## config.mk

```make
export PLATFORM = sky130hd
export DESIGN_NAME = cmd_line_parser
export DESIGN_NICKNAME = d
export VERILOG_FILES = /design/src/rtl/console_pkg.sv /design/src/rtl/cmd_entry_cmp.sv /design/src/rtl/cmd_line_parser.sv
export SDC_FILE = /design/constraint.sdc
export NUM_CORES = 1
export LEC_CHECK = 0
export ABC_AREA = 1
export CORE_ASPECT_RATIO = 0.6
export CORE_UTILIZATION = 51
export CTS_CLUSTER_SIZE = 12
export DETAILED_ROUTE_END_ITERATION = 7
export HOLD_SLACK_MARGIN = 0.05
export PLACE_DENSITY = 0.68
export SLEW_MARGIN = 30
export SYNTH_ARGS = -nofsm -noshare
export SYNTH_HDL_FRONTEND = slang
export SYNTH_SLANG_ARGS = --single-unit
```

## constraint.sdc

```tcl
create_clock -name clk -period 6.05 [get_ports clk]
set_input_delay 1.21 -clock clk [delete_from_list [all_inputs] [get_ports clk]]
set_output_delay 1.21 -clock clk [all_outputs]
set_load 0.1 [all_outputs]
```

## src/rtl/console_pkg.sv

```systemverilog
// Shared console types, character codes and the fixed command table used by
// the line parser and its entry comparator.
package console_pkg;

  localparam int MAX_LEN_DEF = 16;
  localparam int CMD_NUM     = 4;
  localparam int CMD_CHARS   = 4;

  typedef logic [2:0] cmd_id_t;

  typedef enum logic [2:0] {
    S_PROMPT,
    S_WAIT_RDY,
    S_COLLECT,
    S_MATCH,
    S_EXEC,
    S_NOCOM
  } state_t;

  typedef enum logic {
    RET_COLLECT,
    RET_PROMPT
  } ret_t;

  localparam logic [7:0] CH_CR  = 8'h0D;
  localparam logic [7:0] CH_LF  = 8'h0A;
  localparam logic [7:0] CH_BS  = 8'h08;
  localparam logic [7:0] CH_DEL = 8'h7F;

  // First character sits in the most significant byte; shorter names are
  // padded with 0x00 on the right.
  localparam logic [8*CMD_CHARS-1:0] CMD_TABLE [CMD_NUM] = '{
    "help",
    {"led", 8'h00},
    "stat",
    {"clr", 8'h00}
  };

  // Byte i of table entry k, zero beyond the stored name or table end.
  function automatic logic [7:0] cmd_byte(input cmd_id_t k, input int unsigned i);
    logic [8*CMD_CHARS-1:0] word;
    logic [8*CMD_CHARS-1:0] shifted;
    word = '0;
    for (int e = 0; e < CMD_NUM; e++) begin
      if (k == cmd_id_t'(e)) word = CMD_TABLE[e];
    end
    shifted = '0;
    if (i < CMD_CHARS) shifted = word >> (8 * (CMD_CHARS - 1 - i));
    return shifted[7:0];
  endfunction

endpackage

```

## src/rtl/cmd_entry_cmp.sv

```systemverilog
// Combinational full-width comparison of the line buffer against command
// table entry k; all MAX_LEN bytes must match, including zero padding.
module cmd_entry_cmp
  import console_pkg::*;
#(
  parameter int MAX_LEN = MAX_LEN_DEF
) (
  input  logic [8*MAX_LEN-1:0] line_flat,
  input  cmd_id_t              k,
  output logic                 hit
);

  logic [MAX_LEN-1:0] byte_eq;

  genvar gi;
  generate
    for (gi = 0; gi < MAX_LEN; gi++) begin : g_byte
      assign byte_eq[gi] = (line_flat[8*gi +: 8] == cmd_byte(k, gi));
    end
  endgenerate

  assign hit = &byte_eq;

endmodule

```

## src/rtl/cmd_line_parser.sv

```systemverilog
// Console line editor: collects UART bytes, handles backspace, matches the
// finished line against the command table and sequences prompt requests.
module cmd_line_parser
  import console_pkg::*;
#(
  parameter int MAX_LEN = MAX_LEN_DEF
) (
  input  logic       clk,
  input  logic       rst_n,
  input  logic [7:0] rx_data,
  input  logic       rx_valid,
  input  logic       prompt_ready,
  output logic       init,
  output logic       no_com,
  output logic       cmd_valid,
  output logic [2:0] cmd_id,
  input  logic       cmd_done,
  output logic       rx_drop,
  output logic [4:0] line_len
);

  localparam int LW = $clog2(MAX_LEN + 1);

  state_t        state_reg, state_next;
  ret_t          ret_reg, ret_next;
  logic          first_reg, first_next;
  logic [LW-1:0] len_reg, len_next;
  logic          ovf_reg, ovf_next;
  cmd_id_t       k_reg, k_next;
  cmd_id_t       cmd_id_reg, cmd_id_next;
  logic [7:0]    buf_reg [MAX_LEN];

  logic                 buf_wr;
  logic                 buf_clr;
  logic [LW-1:0]        buf_idx;
  logic [7:0]           buf_wdata;
  logic                 init_c;
  logic                 no_com_c;
  logic                 is_print;
  logic                 entry_hit;
  logic [8*MAX_LEN-1:0] line_flat;

  genvar gi;
  generate
    for (gi = 0; gi < MAX_LEN; gi++) begin : g_buf
      always_ff @(posedge clk) begin
        if (!rst_n || buf_clr) begin
          buf_reg[gi] <= 8'h00;
        end else if (buf_wr && buf_idx == LW'(gi)) begin
          buf_reg[gi] <= buf_wdata;
        end
      end
      assign line_flat[8*gi +: 8] = buf_reg[gi];
    end
  endgenerate

  cmd_entry_cmp #(
    .MAX_LEN (MAX_LEN)
  ) u_cmp (
    .line_flat (line_flat),
    .k         (k_reg),
    .hit       (entry_hit)
  );

  always_ff @(posedge clk) begin
    if (!rst_n) begin
      state_reg  <= S_PROMPT;
      ret_reg    <= RET_COLLECT;
      first_reg  <= 1'b0;
      len_reg    <= '0;
      ovf_reg    <= 1'b0;
      k_reg      <= '0;
      cmd_id_reg <= '0;
    end else begin
      state_reg  <= state_next;
      ret_reg    <= ret_next;
      first_reg  <= first_next;
      len_reg    <= len_next;
      ovf_reg    <= ovf_next;
      k_reg      <= k_next;
      cmd_id_reg <= cmd_id_next;
    end
  end

  assign is_print = (rx_data >= 8'h20) && (rx_data <= 8'h7E);

  always_comb begin
    state_next  = state_reg;
    ret_next    = ret_reg;
    first_next  = first_reg;
    len_next    = len_reg;
    ovf_next    = ovf_reg;
    k_next      = k_reg;
    cmd_id_next = cmd_id_reg;
    buf_wr      = 1'b0;
    buf_clr     = 1'b0;
    buf_idx     = '0;
    buf_wdata   = 8'h00;
    init_c      = 1'b0;
    no_com_c    = 1'b0;
    case (state_reg)
      S_PROMPT: begin
        if (prompt_ready) begin
          init_c     = 1'b1;
          ret_next   = RET_COLLECT;
          first_next = 1'b1;
          state_next = S_WAIT_RDY;
        end
      end
      S_WAIT_RDY: begin
        // str_init still shows ready in the cycle after a request.
        if (first_reg) begin
          first_next = 1'b0;
        end else if (prompt_ready) begin
          state_next = (ret_reg == RET_COLLECT) ? S_COLLECT : S_PROMPT;
        end
      end
      S_COLLECT: begin
        if (rx_valid) begin
          if (is_print) begin
            if (len_reg < LW'(MAX_LEN)) begin
              buf_wr    = 1'b1;
              buf_idx   = len_reg;
              buf_wdata = rx_data;
              len_next  = len_reg + 1'b1;
            end else begin
              ovf_next = 1'b1;
            end
          end else if (rx_data == CH_BS || rx_data == CH_DEL) begin
            if (len_reg != '0) begin
              buf_wr   = 1'b1;
              buf_idx  = len_reg - 1'b1;
              len_next = len_reg - 1'b1;
            end
          end else if (rx_data == CH_CR) begin
            if (len_reg == '0 && !ovf_reg) begin
              state_next = S_PROMPT;
            end else begin
              k_next     = '0;
              state_next = S_MATCH;
            end
          end
        end
      end
      S_MATCH: begin
        if (entry_hit && !ovf_reg) begin
          cmd_id_next = k_reg;
          state_next  = S_EXEC;
        end else if (k_reg == cmd_id_t'(CMD_NUM - 1)) begin
          state_next = S_NOCOM;
        end else begin
          k_next = k_reg + 1'b1;
        end
      end
      S_EXEC: begin
        if (cmd_done) begin
          buf_clr    = 1'b1;
          len_next   = '0;
          ovf_next   = 1'b0;
          state_next = S_PROMPT;
        end
      end
      S_NOCOM: begin
        if (prompt_ready) begin
          no_com_c   = 1'b1;
          buf_clr    = 1'b1;
          len_next   = '0;
          ovf_next   = 1'b0;
          ret_next   = RET_PROMPT;
          first_next = 1'b1;
          state_next = S_WAIT_RDY;
        end
      end
      default: state_next = S_PROMPT;
    endcase
  end

  // Pulses are qualified with rst_n so nothing is requested while in reset.
  assign init      = init_c & rst_n;
  assign no_com    = no_com_c & rst_n;
  assign rx_drop   = rx_valid & (state_reg != S_COLLECT) & rst_n;
  assign cmd_valid = (state_reg == S_EXEC);
  assign cmd_id    = cmd_id_reg;
  assign line_len  = 5'(len_reg);

endmodule

```

Yosys cells after proc, flatten, opt, wreduce, memory -nomap -nowiden
Memories as Yosys holds them, arrays and structs flattened.
Index checks and enable logic that the tools add are counted.
W data, S select, Z words.
{ "op_classes": {"n_addsub": 3, "magnitude_cmp": 3, "n_eq_ne": 50, "mux": 129, "n_bitwise": 20, "reduce_logical": 53} }
{ "op_table": {"columns": ["operator", "count"], "rows": [
  ["$mux W8", 20],
  ["$logic_not A8 Y1", 12],
  ["$mux W32", 3],
  ["$mux W1", 66],
  ["$mux W5", 13],
  ["$mux W3", 17],
  ["$eq A5 B4 Y1 const B", 8],
  ["$eq A8 B8 Y1", 4],
  ["$mux W31", 1],
  ["$ne A2 B2 Y1 const B", 13],
  ["$eq A5 B3 Y1 const B", 4],
  ["$logic_and A1 B1 Y1", 19],
  ["$eq A8 B4 Y1 const B", 2],
  ["$or A1 B1 Y1", 16],
  ["$reduce_and A16 Y1", 1],
  ["$pmux W3 S5", 1],
  ["$pmux W5 S3", 1],
  ["$eq A3 B2 Y1 const B", 4],
  ["$ne A3 B3 Y1 const B", 4],
  ["$eq A5 B2 Y1 const B", 2],
  ["$logic_not A5 Y1", 2],
  ["$reduce_and A9 Y1", 1],
  ["$eq A8 B7 Y1 const B", 1],
  ["$ge A8 B6 Y1 const B", 1],
  ["27 further kinds", 42]
]} }
{ "totals": {"register_bits": 17, "mem_bits_rw": 128, "inputBits": 13, "out_inout_bits": 12, "wordCells": 266, "memories": 1} }
{ "memory_table": {"columns": ["memory", "depth", "width", "read_ports", "rd_ports_with_merged_regs", "wr", "line_no", "rtl"], "rows": [
  ["buf_reg", 16, 8, 16, 0, 16, "cmd_line_parser.sv:31", "logic [7:0] buf_reg [MAX_LEN];"]
]} }

Depth between registers and ports, before layout
{ "logic_depth": {"depth_word": 12, "ltp_mapped": 16, "mapped_depth_nobuf": 16} }

By module
A second synthesis with hierarchy kept.
{ "hier_totals": {"cells_unflattened": 710, "area_unflattened_um2": 6815.3} }
{ "modules_own_cells": {"columns": ["module", "instances", "cells_per_inst", "area_each_um2", "seq_area_each_um2"], "rows": [
  ["cmd_line_parser", 1, 541, 6125.9, 4184.0],
  ["cmd_entry_cmp", 1, 169, 689.4, 0.0]
]} }

Worst setup path before layout
OpenSTA, ideal clock, no wires.
{ "synth_timing": {"path_kind": "input-to-output", "start": "in rst_n", "end": "out init", "arrival_time_ns": 2.747, "required_time_ns": 4.840, "slack_ns": 2.093, "path_stages": 3, "n_path_buf": 1, "cell_sequence": "inv_1 > buf_1 > nor2_1"} }
{ "synth_via": {"elab_chain_len": 1} }
{ "synth_lines": {"columns": ["item", "line_no", "rtl"], "rows": [
  ["from (decl)", "cmd_line_parser.sv:9", "input logic rst_n,"],
  ["$and A1 B1 Y1", "cmd_line_parser.sv:179", "assign init = init_c & rst_n;"],
  ["to (decl)", "cmd_line_parser.sv:13", "output logic init,"]
]} }
Every way passes these cells.

Worst setup path in the final report
Ends and elaborated chain as after synthesis.

==> results.ini <==
[routing]
dr.first_iter.drc_count=404
final_antenna_net_count=0
dr.pass1.iters=5
dr_total_vias=5029
viasPerCell=5.22
wl_per_cell_microns=15.7
drc_errors=0
routed_wl_mm=15.2

[clock_tree]
cts_setup_buffers=0
cts.reportedPaths.clkPinSlew_ns=0.06
clock_sinks=145
clk_latency_ns=0.42
ctsHoldBuffers=0
ctsRootBufferMaster=clkbuf_16
cts_max_level=4
cts_tree=yes
post_cts_resized=0
clk_path_buf_depth=2
cts_buffers=17

[floorplanning]
dieArea_sq_um=13900
io_pins=25
std_cell_rows=32
start_util_pct=52.9
die_w_microns=152
core_area_sq_um=13000
die_y_microns=91.9

[cells_and_area]
mostFrequentLayoutCell=nor2_1
drive_above_1_share_pct=8.31
largest_reg_flops=128
area_growth_pct=15.3
fin_nets=802
most-common-layout-cells=nor2_1 (229), nand2_1 (157), edfxtp_1 (128)
post-route-util_pct=61.0
diodes=0

[timing]
period_minus_slack_ns=4.76
rsz0062_at_grt=no
tightest_slew_ns=0.974
skew_ns=0.00871
slew_headroom_pct=34.8
fin_crit_sh_pct=78.6
hold_viol_final=0
drv_slew=0
setup_viol=0
fmax_mhz=210
tns_ns=0

[yosys]
avgSynthCellArea_sq_um=9.30
ys_ff_latch=145
syn-cell-area_sq_um=6860
synth.distinct_cells=36
syn_inst=738
yosysTopAreaCell=edfxtp_1
synth_top_area_share_pct=56.0
yosys_warnings=0
synth.area.top_cells=edfxtp_1 (56%), nor2_1 (13%), nand2_1 (8.6%), dfxtp_1 (5.0%), inv_1 (3.0%)
synth_seq_area_share_pct=61.0

[run_status]
status=finished, final reports clean

[worst_setup_path]
path_max_fanout=12
endpoint_kind=output port
cp_top_family=buffers and inverters
criticalPathCategory=in -> out
crit_slowest_cell=clkdlybuf4s50_1
worst_ep_required_time_ns=4.84
cp.buffers_inverters=3
path_cells=clkdlybuf4s50_1 -> inv_1 -> nor2_1 -> clkdlybuf4s50_1
rrSetupSlack_ns=3.21
max_stage_delay_ns=1.14
reg2reg_to=buf_reg[0][15]
r2r_start=state_reg[0]
reg2regPathDepth=7
cpMostUsedCell=clkdlybuf4s50_1
cp_num_cells=4
cp-start-kind=input pin
arrival_ns=3.55

[global_route]
grt_pass1_wl_mm=24.4
overflow=0
grt_max_degree=25
grt.total_usage_pct=23.8
grt_pass1_vias=4751
antenna_found_initial=0

[min_path]
holdPathEnd=ret_reg
hold_path.class=reg -> reg
hold_depth=2
holdCritStartpoint=ret_reg

[power_and_ir_drop]
clock_power_share_pct=35.7
pwr-share-seq_pct=43.3
p_per_area_nw_per_um2=367
switching_share_pct=32.2
p_int_mw=1.97
p_switching_mw=0.935
peakVddDrop_mv=0.265
p_leak_nw=2.93
p_comb_share_pct=21.0

[place]
post-dp-hpwl_mm=10.3
numPortBuffers=24
gp_congestion=0.981

[run]
maxCapViolCount=0

## per-stage QoR
step	power (mW)	std cells	hold WS, ns	area (sq um)	worst slack [ns]
after floorplan	1.72	753	0.441	6920	2.09
after global placement	1.86	932	0.490	7300	1.38
after detailed placement	1.87	932	0.470	7310	1.34
after CTS	2.91	964	0.479	7900	1.34
after global routing	3.02	964	0.507	7910	1.24
final	2.90	964	0.474	7910	1.29
## layout make-up
cell class	instances	area [sq um]
fillers	1102	5060
flip-flops and latches	145	4180
multi-input cells	536	2470
clock buffers	17	425
repair buffers	25	248
well taps	170	213
inverters	56	210
clock inverters	15	161
## per-layer routing
metal	GRT usage [%]	share of wire [%]	vias up
met1	35.2	49	2372
met4	7.51	1.0	0
met3	4.78	6.5	17
met2	35.1	43	152
met5	0	0	-
li1	-	-	2488
## worst max-delay path by stage
stage                      from      to  slack, ns
after floorplan           rst_n    init       2.09
after global placement    rst_n    init       1.38
after detailed placement  rst_n  no_com       1.34
after CTS                 rst_n  no_com       1.34
after global routing      rst_n  no_com       1.24
final                     rst_n    init       1.29
## worst min-delay path: stages (launching register included)
cell,delay [ns]
dfxtp_1,0.31
nand2_1,0.06
a21oi_1,0.06
## Yosys cell counts, drive strengths merged
cell	count
nor2	238
nand2	159
edfxtp	128
inv	56
nand3	52
o21ai	20
a21oi	19
dfxtp	17
buf	9
ha	8
clkbuf	7
nor3	5
xor2	5
and2	3
nand4	2
a21boi	1
a31oi	1
conb	1
nand3b	1
nor2b	1
o211a	1
o211ai	1
o21bai	1
or2	1
xnor2	1
## logic make-up (layout without fill, tap and decap cells)
kind of cell | Yosys count | in the layout | share of synthesized area (%)
xor gates and xnor gates | 6 | 6 | 0.766
buffers and inverters | 72 | 113 | 4.23
and+or+nand+nor | 462 | 462 | 28.9
DFF | 145 | 145 | 61.0
other | 1 | 16 | 0.0546
adders and majority gates | 8 | 8 | 1.46
AOI/OAI and AO/OA | 44 | 44 | 3.63
## power groups by stage
stage	sequential (mW)	combinational, mW	clock (mW)
2_1_floorplan	1.34	0.388	0
3_3_place_gp	1.27	0.590	0
3_5_place_dp	1.28	0.597	0
5_1_grt	1.27	0.674	1.08
6_report	1.26	0.610	1.04
4_1_cts	1.26	0.600	1.05
No activity file was read; power rests on OpenSTA's default activity.
